<file path="config.mk">
export PLATFORM = sky130hd
export DESIGN_NAME = uart_ovs_rx
export DESIGN_NICKNAME = d
export VERILOG_FILES = /design/src/rtl/uart_pkg.sv /design/src/rtl/ovs_tick_gen.sv /design/src/rtl/uart_ovs_rx.sv
export SDC_FILE = /design/constraint.sdc
export NUM_CORES = 1
export LEC_CHECK = 0
export CELL_PAD_IN_SITES_DETAIL_PLACEMENT = 0
export CELL_PAD_IN_SITES_GLOBAL_PLACEMENT = 1
export CORE_MARGIN = 1.5
export CORE_UTILIZATION = 41
export DETAILED_ROUTE_END_ITERATION = 10
export GPL_ROUTABILITY_DRIVEN = 0
export PLACE_DENSITY = 0.78
export SLEW_MARGIN = 20
export SYNTH_ARGS = -nofsm -noshare
export SYNTH_HDL_FRONTEND = slang
export SYNTH_SLANG_ARGS = --single-unit
</file>
<file path="constraint.sdc">
create_clock -name clk -period 2.2 [get_ports clk]
set_input_delay 0.44 -clock clk [delete_from_list [all_inputs] [get_ports clk]]
set_output_delay 0.44 -clock clk [all_outputs]
set_load 0.02 [all_outputs]
</file>
<file path="src/rtl/uart_pkg.sv">
// Shared UART receive definitions: FSM state encoding, check-mode codes,
// oversample positions and the baud divisor helper.
package uart_pkg;

  localparam logic [2:0] ST_IDLE  = 3'd0;
  localparam logic [2:0] ST_START = 3'd1;
  localparam logic [2:0] ST_DATA  = 3'd2;
  localparam logic [2:0] ST_CHECK = 3'd3;
  localparam logic [2:0] ST_STOP  = 3'd4;
  localparam logic [2:0] ST_BREAK = 3'd5;

  localparam int unsigned CHK_NONE = 0;
  localparam int unsigned CHK_EVEN = 1;
  localparam int unsigned CHK_ODD  = 2;
  localparam int unsigned CHK_ZERO = 3;
  localparam int unsigned CHK_ONE  = 4;

  // Tick counter value seen when the Nth oversample tick of a bit arrives is N-1.
  localparam logic [3:0] OVS_S7  = 4'd6;
  localparam logic [3:0] OVS_S8  = 4'd7;
  localparam logic [3:0] OVS_S9  = 4'd8;
  localparam logic [3:0] OVS_END = 4'd15;

  // Clocks per 16x oversample tick, rounded to nearest.
  function automatic int unsigned calc_div(input int unsigned clk_hz,
                                           input int unsigned baud);
    return (clk_hz + baud * 8) / (baud * 16);
  endfunction

endpackage

</file>
<file path="src/rtl/ovs_tick_gen.sv">
// Free-running 16x oversample tick generator; restart realigns the phase to a start edge.
module ovs_tick_gen #(
  parameter int unsigned DIV = 27
) (
  input  logic clk,
  input  logic rst_n,
  input  logic restart,
  output logic tick
);

  localparam int unsigned   CW   = (DIV > 1) ? $clog2(DIV) : 1;
  localparam logic [CW-1:0] LAST = CW'(DIV - 1);

  logic [CW-1:0] cnt_q, cnt_d;

  // NOTE: combinational blocks assign a default before any branch so no latch is
  // inferred; clocked blocks use only non-blocking assignments.
  always_comb begin
    cnt_d = cnt_q + 1'b1;
    if (restart || (cnt_q == LAST)) cnt_d = '0;
  end

  always_ff @(posedge clk or negedge rst_n) begin
    if (!rst_n) cnt_q <= '0;
    else        cnt_q <= cnt_d;
  end

  assign tick = (cnt_q == LAST) && !restart;

endmodule

</file>
<file path="src/rtl/uart_ovs_rx.sv">
// 16x oversampling UART receiver with majority voting, parity/frame/break detection
// and a single-entry valid/ready output register.
module uart_ovs_rx
  import uart_pkg::*;
#(
  parameter int unsigned system_clk = 50_000000,
  parameter int unsigned band_rate  = 9600,
  parameter int unsigned data_bits  = 8,
  parameter int unsigned check_mode = 1
) (
  input  logic       clk,
  input  logic       rst_n,
  input  logic       rx_en,
  input  logic       rx,
  input  logic       m_axis_tready,
  output logic [7:0] m_axis_tdata,
  output logic       m_axis_tvalid,
  output logic       check_flag,
  output logic       frame_err,
  output logic       break_flag,
  output logic       overrun
);

  localparam int unsigned DIV      = calc_div(system_clk, band_rate);
  localparam logic [2:0]  LAST_BIT = 3'(data_bits - 1);
  localparam int unsigned PAD      = 8 - data_bits;

  logic       sync1_q, sync2_q, rx_prev_q;
  logic       tick, restart, fall, maj;
  logic       at_s7, at_s8, at_s9, at_end;

  logic [2:0] state_q, state_d;
  logic [3:0] ovs_cnt_q, ovs_cnt_d;
  logic [1:0] smp_q, smp_d;
  logic [2:0] bit_cnt_q, bit_cnt_d;
  logic [7:0] shift_q, shift_d;
  logic       par_q, par_d;
  logic       ones_q, ones_d;

  logic       byte_done, brk_det, chk_new, hs;
  logic [7:0] data_new;

  logic [7:0] tdata_q, tdata_d;
  logic       tvalid_q, tvalid_d;
  logic       chk_q, chk_d;
  logic       ferr_q, ferr_d;
  logic       brk_q, brk_d;
  logic       ovr_q, ovr_d;

  // Line synchronizer plus one history stage for falling-edge detection; all idle high.
  always_ff @(posedge clk or negedge rst_n) begin
    if (!rst_n) begin
      sync1_q   <= 1'b1;
      sync2_q   <= 1'b1;
      rx_prev_q <= 1'b1;
    end else begin
      sync1_q   <= rx;
      sync2_q   <= sync1_q;
      rx_prev_q <= sync2_q;
    end
  end

  assign fall = rx_prev_q & ~sync2_q;

  ovs_tick_gen #(.DIV(DIV)) u_tick (
    .clk    (clk),
    .rst_n  (rst_n),
    .restart(restart),
    .tick   (tick)
  );

  assign at_s7  = tick && (ovs_cnt_q == OVS_S7);
  assign at_s8  = tick && (ovs_cnt_q == OVS_S8);
  assign at_s9  = tick && (ovs_cnt_q == OVS_S9);
  assign at_end = tick && (ovs_cnt_q == OVS_END);

  // Vote of oversamples 7 and 8 (held) with oversample 9 (live).
  assign maj = (smp_q[0] & smp_q[1]) | (smp_q[0] & sync2_q) | (smp_q[1] & sync2_q);

  always_comb begin
    state_d   = state_q;
    ovs_cnt_d = tick ? ovs_cnt_q + 4'd1 : ovs_cnt_q;
    smp_d     = smp_q;
    bit_cnt_d = bit_cnt_q;
    shift_d   = shift_q;
    par_d     = par_q;
    ones_d    = ones_q;
    restart   = 1'b0;
    byte_done = 1'b0;
    brk_det   = 1'b0;

    if (at_s7) smp_d[0] = sync2_q;
    if (at_s8) smp_d[1] = sync2_q;

    case (state_q)
      ST_IDLE: begin
        if (fall) begin
          state_d   = ST_START;
          restart   = 1'b1;
          ovs_cnt_d = '0;
          bit_cnt_d = '0;
          shift_d   = '0;
          par_d     = 1'b0;
          ones_d    = 1'b0;
        end
      end
      ST_START: begin
        if (at_s9 && maj) state_d = ST_IDLE;
        else if (at_end)  state_d = ST_DATA;
      end
      ST_DATA: begin
        if (at_s9) begin
          shift_d = {maj, shift_q[7:1]};
          ones_d  = ones_q | maj;
        end
        if (at_end) begin
          if (bit_cnt_q == LAST_BIT) state_d = (check_mode != CHK_NONE) ? ST_CHECK : ST_STOP;
          else                       bit_cnt_d = bit_cnt_q + 3'd1;
        end
      end
      ST_CHECK: begin
        if (at_s9) begin
          par_d  = maj;
          ones_d = ones_q | maj;
        end
        if (at_end) state_d = ST_STOP;
      end
      ST_STOP: begin
        // Decide at the stop-bit centre so back-to-back start edges are not missed.
        if (at_s9) begin
          if (!maj && !ones_q) begin
            brk_det = 1'b1;
            state_d = ST_BREAK;
          end else begin
            byte_done = 1'b1;
            state_d   = ST_IDLE;
          end
        end
      end
      ST_BREAK: begin
        if (sync2_q) state_d = ST_IDLE;
      end
      default: state_d = ST_IDLE;
    endcase

    if (!rx_en) begin
      state_d   = ST_IDLE;
      restart   = 1'b0;
      byte_done = 1'b0;
      brk_det   = 1'b0;
    end
  end

  always_ff @(posedge clk or negedge rst_n) begin
    if (!rst_n) begin
      state_q   <= ST_IDLE;
      ovs_cnt_q <= '0;
      smp_q     <= '0;
      bit_cnt_q <= '0;
      shift_q   <= '0;
      par_q     <= 1'b0;
      ones_q    <= 1'b0;
    end else begin
      state_q   <= state_d;
      ovs_cnt_q <= ovs_cnt_d;
      smp_q     <= smp_d;
      bit_cnt_q <= bit_cnt_d;
      shift_q   <= shift_d;
      par_q     <= par_d;
      ones_q    <= ones_d;
    end
  end

  // Stale low bits of the shifter are cleared at the start edge, so they do not disturb parity.
  assign data_new = shift_q >> PAD;

  always_comb begin
    case (check_mode)
      CHK_EVEN: chk_new = (^shift_q) ^ par_q;
      CHK_ODD:  chk_new = ~((^shift_q) ^ par_q);
      CHK_ZERO: chk_new = par_q;
      CHK_ONE:  chk_new = ~par_q;
      default:  chk_new = 1'b0;
    endcase
  end

  assign hs = tvalid_q & m_axis_tready;

  always_comb begin
    tdata_d  = tdata_q;
    tvalid_d = tvalid_q;
    chk_d    = chk_q;
    ferr_d   = ferr_q;
    brk_d    = brk_det;
    ovr_d    = 1'b0;

    if (byte_done) begin
      if (!tvalid_q || hs) begin
        tdata_d  = data_new;
        tvalid_d = 1'b1;
        chk_d    = chk_new;
        ferr_d   = ~maj;
      end else begin
        ovr_d = 1'b1;
      end
    end else if (hs) begin
      tvalid_d = 1'b0;
    end
  end

  always_ff @(posedge clk or negedge rst_n) begin
    if (!rst_n) begin
      tdata_q  <= 8'h00;
      tvalid_q <= 1'b0;
      chk_q    <= 1'b0;
      ferr_q   <= 1'b0;
      brk_q    <= 1'b0;
      ovr_q    <= 1'b0;
    end else begin
      tdata_q  <= tdata_d;
      tvalid_q <= tvalid_d;
      chk_q    <= chk_d;
      ferr_q   <= ferr_d;
      brk_q    <= brk_d;
      ovr_q    <= ovr_d;
    end
  end

  assign m_axis_tdata  = tdata_q;
  assign m_axis_tvalid = tvalid_q;
  assign check_flag    = chk_q;
  assign frame_err     = ferr_q;
  assign break_flag    = brk_q;
  assign overrun       = ovr_q;

endmodule

</file>
After elaboration in Yosys (flattened, before gate mapping). Index checks and enable logic that the tools add are counted.

Add/subtract/negate cells: 3. Equality and inequality tests: 25. Mux-type cells: 43. Bitwise operators: 11. Reduce and logical (&&, ||, !) cells: 27.

Operators by type and width (count): 3-bit two-way mux (13); 1-bit two-way mux (19); 3-bit inequality test, second input constant (6); 3-bit one-hot mux with 6 select lines (1); 8-bit two-way mux (2); 8-bit one-hot mux with 2 select lines (1); 4-bit two-way mux (3); 2-bit inequality test, second input constant (5); 9-bit by 1-bit adder with 9-bit output, second input constant (1); 3-bit == test, second input constant (3); 9-bit == test, second input constant (1); 9-bit two-way mux (1); 3-bit AND reduction (3); 4-bit by 3-bit == test with 1-bit output, second input constant (2); 4-bit == test, second input constant (2); 2-bit nonzero test (4); 8-bit parity (1); 1-bit logical AND (7); 7-bit AND reduction (1); 3-bit by 2-bit == test with 1-bit output, second input constant (2); 3-bit one-hot mux with 2 select lines (1); 1-bit bitwise AND (5); 4-bit by 1-bit adder with 4-bit output, second input constant (1); 1-bit logical NOT (4); other kinds (13) (20).

Bits in registers: 47. Output and inout port bits: 13.

Logic depth before layout (Yosys ltp).
Word-level depth: 13. Mapped depth: 8. Gate-level depth less buffers: 8.

Modules after synthesis. Synthesis repeated with hierarchy kept, for this count alone.

Cell total of the unflattened synthesis: 204. Area total of the unflattened synthesis: 2373.5 µm².

By module, submodules not included: uart_ovs_rx (times used 1, cells an instance 160, area an instance 1919.3 µm², sequential area each 954.7 µm²); ovs_tick_gen (times used 1, cells an instance 44, area an instance 454.2 µm², sequential area each 225.2 µm²).

Worst setup path after synthesis. OpenSTA, ideal clock, no wires.

Kind: reg-to-reg. Start: register u_tick.cnt_q[5]. End: register tdata_q[2] (netlist: m_axis_tdata[2]). Library setup time: 0.125 ns. Arrival time: 1.951 ns. Required time: 2.075 ns. Path slack: 0.124 ns. Cell stages (with the launch flop): 7. Period minus slack after synthesis: 2.076 ns. Cells stage by stage: dfrtp_1 and4bb_1 nand4_4 nor4_4 nand4_2 buf_4 mux2_4.

Longest elaborated chain between the ends: 7.

RTL lines: start: declaration (line ovs_tick_gen.sv:14) `logic [CW-1:0] cnt_q, cnt_d;`; start signal: assignment (line ovs_tick_gen.sv:25) `else cnt_q <= cnt_d;`; 9-bit == test (line ovs_tick_gen.sv:28) `assign tick = (cnt_q == LAST) && !restart;`; 1-bit logical AND (line ovs_tick_gen.sv:28); 1-bit logical AND (line uart_ovs_rx.sv:74) `assign at_s9 = tick && (ovs_cnt_q == OVS_S9);`; 1-bit two-way mux (line uart_ovs_rx.sv:130) `if (at_s9) begin`; 1-bit two-way mux (line uart_ovs_rx.sv:95) `case (state_q)`; 1-bit two-way mux (line uart_ovs_rx.sv:146) `if (!rx_en) begin`; 2-bit AND reduction (no source line); end signal: assignment (line uart_ovs_rx.sv:220) `tdata_q <= tdata_d;`; end: declaration (line uart_ovs_rx.sv:43) `logic [7:0] tdata_q, tdata_d;`.

Every way passes these cells. A chain may end at the register's enable or synchronous reset.

Worst setup path after layout.
Start: register u_tick.cnt_q[5]. End: register state_q[0].

Longest elaborated chain between the ends: 7. Elaborated cells on any way between the ends: 13. Classes of those cells: eq/ne (5); mux (3); reduce/logical (5).

RTL lines: 9-bit == test * (line ovs_tick_gen.sv:28); 1-bit logical AND * (line ovs_tick_gen.sv:28); 1-bit logical AND (line uart_ovs_rx.sv:74); 1-bit logical AND (line uart_ovs_rx.sv:108) `if (at_s9 && maj) state_d = ST_IDLE;`; 3-bit two-way mux (line uart_ovs_rx.sv:108); 3-bit one-hot mux with 6 select lines (line uart_ovs_rx.sv:95); 3-bit two-way mux (line uart_ovs_rx.sv:146); end signal: assignment (line uart_ovs_rx.sv:164) `state_q <= state_d;`; end: declaration (line uart_ovs_rx.sv:32) `logic [2:0] state_q, state_d;`.

Every way passes the cells marked *; elsewhere a longest branch is shown, timed or not.

==> impl_metrics.yaml <==
layout:
  layout.nets: 273
  utilization: 0.526
  syn2layout_area_growth_pct: 24.9
  layout-drive-gt1-share: 0.229
  final_cell_mix: "dfrtp_1, nand2_1, buf_4, nor2_1, clkdlybuf4s50_1"
  antenna_cells: 0
  final_common_cell: "dfrtp_1"
placed_design:
  hpwl_um: 3100
  pre_cts_ws_ns: -0.116
  port-buffer-count: 17
yosys:
  avgSynthCellArea_um2: 10.7
  ys_ff_latch: 47
  synth.top_cell.area_share: 0.478
  ys_seq_area_frac: 0.512
  yosys-top-cells-area: "dfrtp_1, nand2_1, xnor2_1"
  ys.flop_type: "dfrtp_1"
  yosysTopAreaCell: "dfrtp_1"
  synth-edff-count: 0
  synth_cell_types: 43
  synth_area_um2: 2300
  synth_warnings: 0
  synthesis.instances: 215
  synthArstFlopShare: 1.00
  synth_nets: 227
power:
  p_comb_frac: 0.203
  switching_share: 0.285
  seqPwrFrac: 0.474
  powerDensity_nw_per_um2: 712
  irDropWorstVdd_v: 0.000365
  p_clk_frac: 0.323
  power_leakage_nw: 1.30
  p_total_mw: 2.05
  switchingPower_mw: 0.585
  power.internal_mw: 1.46
timing:
  fmax_mhz: 479
  slew_viol_final: 0
  worst_slack_ns: 0.113
  whs_ns: 0.0964
  period_share: 0.948
  rsz0062_at_grt: "yes"
  fin_skew_ns: 0.00936
  fin_setup_tns_ns: 0
  final-setup-viol-count: 0
  finalHoldViolCount: 0
  worstMarginPinSlew_ns: 0.521
  maxSlewHeadroom: 0.653
  fin_crit_ns: 2.09
setup_path:
  crit_chain: "and4bb_1 -> nand4_4 -> or3_1 -> a211oi_2 -> buf_4 -> o2bb2ai_1 -> a32o_1"
  max_stage_delay_ns: 0.40
  r2r_end: "state_q[0]"
  start_kind: "register"
  cp-startpoint: "u_tick.cnt_q[5]"
  reg2reg_slack_ns: 0.11
  cp_max_fo: 7
  crit-reg2reg-launch: "u_tick.cnt_q[5]"
  arrival_ns: 2.29
  cpMaxStageDelayCell: "or3_1"
  worstRegToRegCells: 7
  crit_type: "reg -> reg"
  crit_required_ns: 2.40
  critPathCaptureType: "register"
floorplan:
  initial_core_util: 0.421
  core_area_um2: 5470
  die-area_um2: 6080
  row_count: 27
  pin_count: 18
  die_height_um: 78.0
  die-width_um: 78.0
cts:
  worstSkewPairLatency_ns: 0.31
  htree_num_levels: 2
  cts_hold_buffers: 0
  cts_buffers: 5
  cts_setup_buffers: 0
  clock-sinks: 47
  cts-root-buf: "clkbuf_8"
  cts_tree: "yes"
  cts_buffer_depth: 2
  clkTransAtPathRegs_ns: 0.10
route:
  antenna_left: 0
  drt-vias-per-instance: 4.89
  drt_iter0_markers: 94
  vias: 1633
  wire_per_inst_um: 12.7
  drtPass1Iterations: 4
  drt_wl_total_um: 4240
  drc: 0
grt:
  antenna_found_initial: 0
  grt_pass1_wl_um: 7470
  grt_max_degree: 25
  grt.overflow.total: 0
  grtUsageTotal: 0.156
  grt_pass1_vias: 1636
flow_run:
  cap_violations: 0
outcome:
  status: "completed"
min_path:
  holdCritPathClass: "in -> async"
==> synthesized netlist by cell type, types with 2 or more instances <==
library cell and instances:
ha_1 7, mux2_2 5, dfstp_2 3, dfrtp_1 44, clkbuf_1 3, inv_1 6
or3_1 3, nor3_1 2, nor4_1 2, nand2_1 32, xor2_1 6, nand2b_1 4
a21oi_1 2, nor2_1 25, nand4_1 2, o21ai_0 10, nand3_1 8, mux2_4 6
a32o_1 4, xnor2_1 12, nor4b_1 2, a21boi_0 2, and3_1 3, o21ai_1 3
==> worst max-delay path, delay by kind of cell (launching register included) <==
| family | cells | cell delay (ns) |
|---|---|---|
| buffers and inverters | 1 | 0.16 |
| AO/OA/AOI/OAI | 3 | 0.52 |
| flip-flops | 1 | 0.38 |
| AND/OR/NAND/NOR | 3 | 0.92 |
==> power by group through the flow <==
stage / combinational (mW) / clock (mW) / sequential (mW)
CTS: 0.414 / 0.684 / 0.972
detailed placement: 0.413 / 0 / 0.987
finish: 0.417 / 0.661 / 0.971
global placement: 0.410 / 0 / 0.985
global route: 0.468 / 0.715 / 0.981
floorplan: 0.224 / 0 / 0.990
==> cells by family after synthesis <==
logic type | synth area share
flip-flops | 0.512
adder cells (fa/ha/maj) | 0.0424
AO/OA/AOI/OAI | 0.0809
AND/OR/NAND/NOR | 0.208
buffers and inverters | 0.0201
XOR/XNOR | 0.0684
multiplexers | 0.0684
==> final cells by class <==
type	instances	area (um^2)
Fill cell	526	2590
Sequential cell	47	1180
Multi-Input combinational cell	157	1090
Clock inverter	3	47.5
Clock buffer	5	68.8
Inverter	6	22.5
Tap cell	72	90.1
Timing Repair Buffer	44	380
==> flip-flops by register name (all words and copies together) (netlist names), 2 cells and up <==
| name | count |
|---|---|
| bit_cnt_q | 3 |
| m_axis_tdata | 8 |
| smp_q | 2 |
| state_q | 3 |
| data_new | 8 |
| u_tick.cnt_q | 9 |
| ovs_cnt_q | 4 |
==> stage by stage <==
step | cells | area (um^2)
2_1_floorplan | 215 | 2300
3_3_place_gp | 326 | 2750
3_5_place_dp | 326 | 2750
4_1_cts | 334 | 2870
5_1_grt | 334 | 2880
6_report | 334 | 2880
==> how the worst max path moves through the flow <==
stage                            endpoint  slack (ns)  cells after the start
after floorplan           m_axis_tdata[2]        0.12                      6
after global routing           state_q[1]       -0.01                      7
after global placement       bit_cnt_q[1]       -0.09                      9
final                          state_q[0]        0.11                      7
after CTS                      state_q[1]        0.10                      7
after detailed placement     bit_cnt_q[1]       -0.12                      9
==> per-layer routing <==
metal | up-vias | wire length [um] | share of wire | global-route usage
li1 | 835 | - | - | -
met1 | 766 | 2180 | 0.52 | 0.212
met2 | 23 | 1850 | 0.44 | 0.237
met3 | 9 | 138 | 0.033 | 0.0459
met4 | 0 | 67 | 0.016 | 0.0500
met5 | - | 0 | 0 | 0
==> what timing repair did <==
| item | in CTS | in global routing |
|---|---|---|
| endpoints found under the hold margin | 0 | 0 |
| endpoints found under the setup margin | 0 | 5 |
| gates resized for setup | 0 | 3 |
Power figures use the tool's default switching activity.
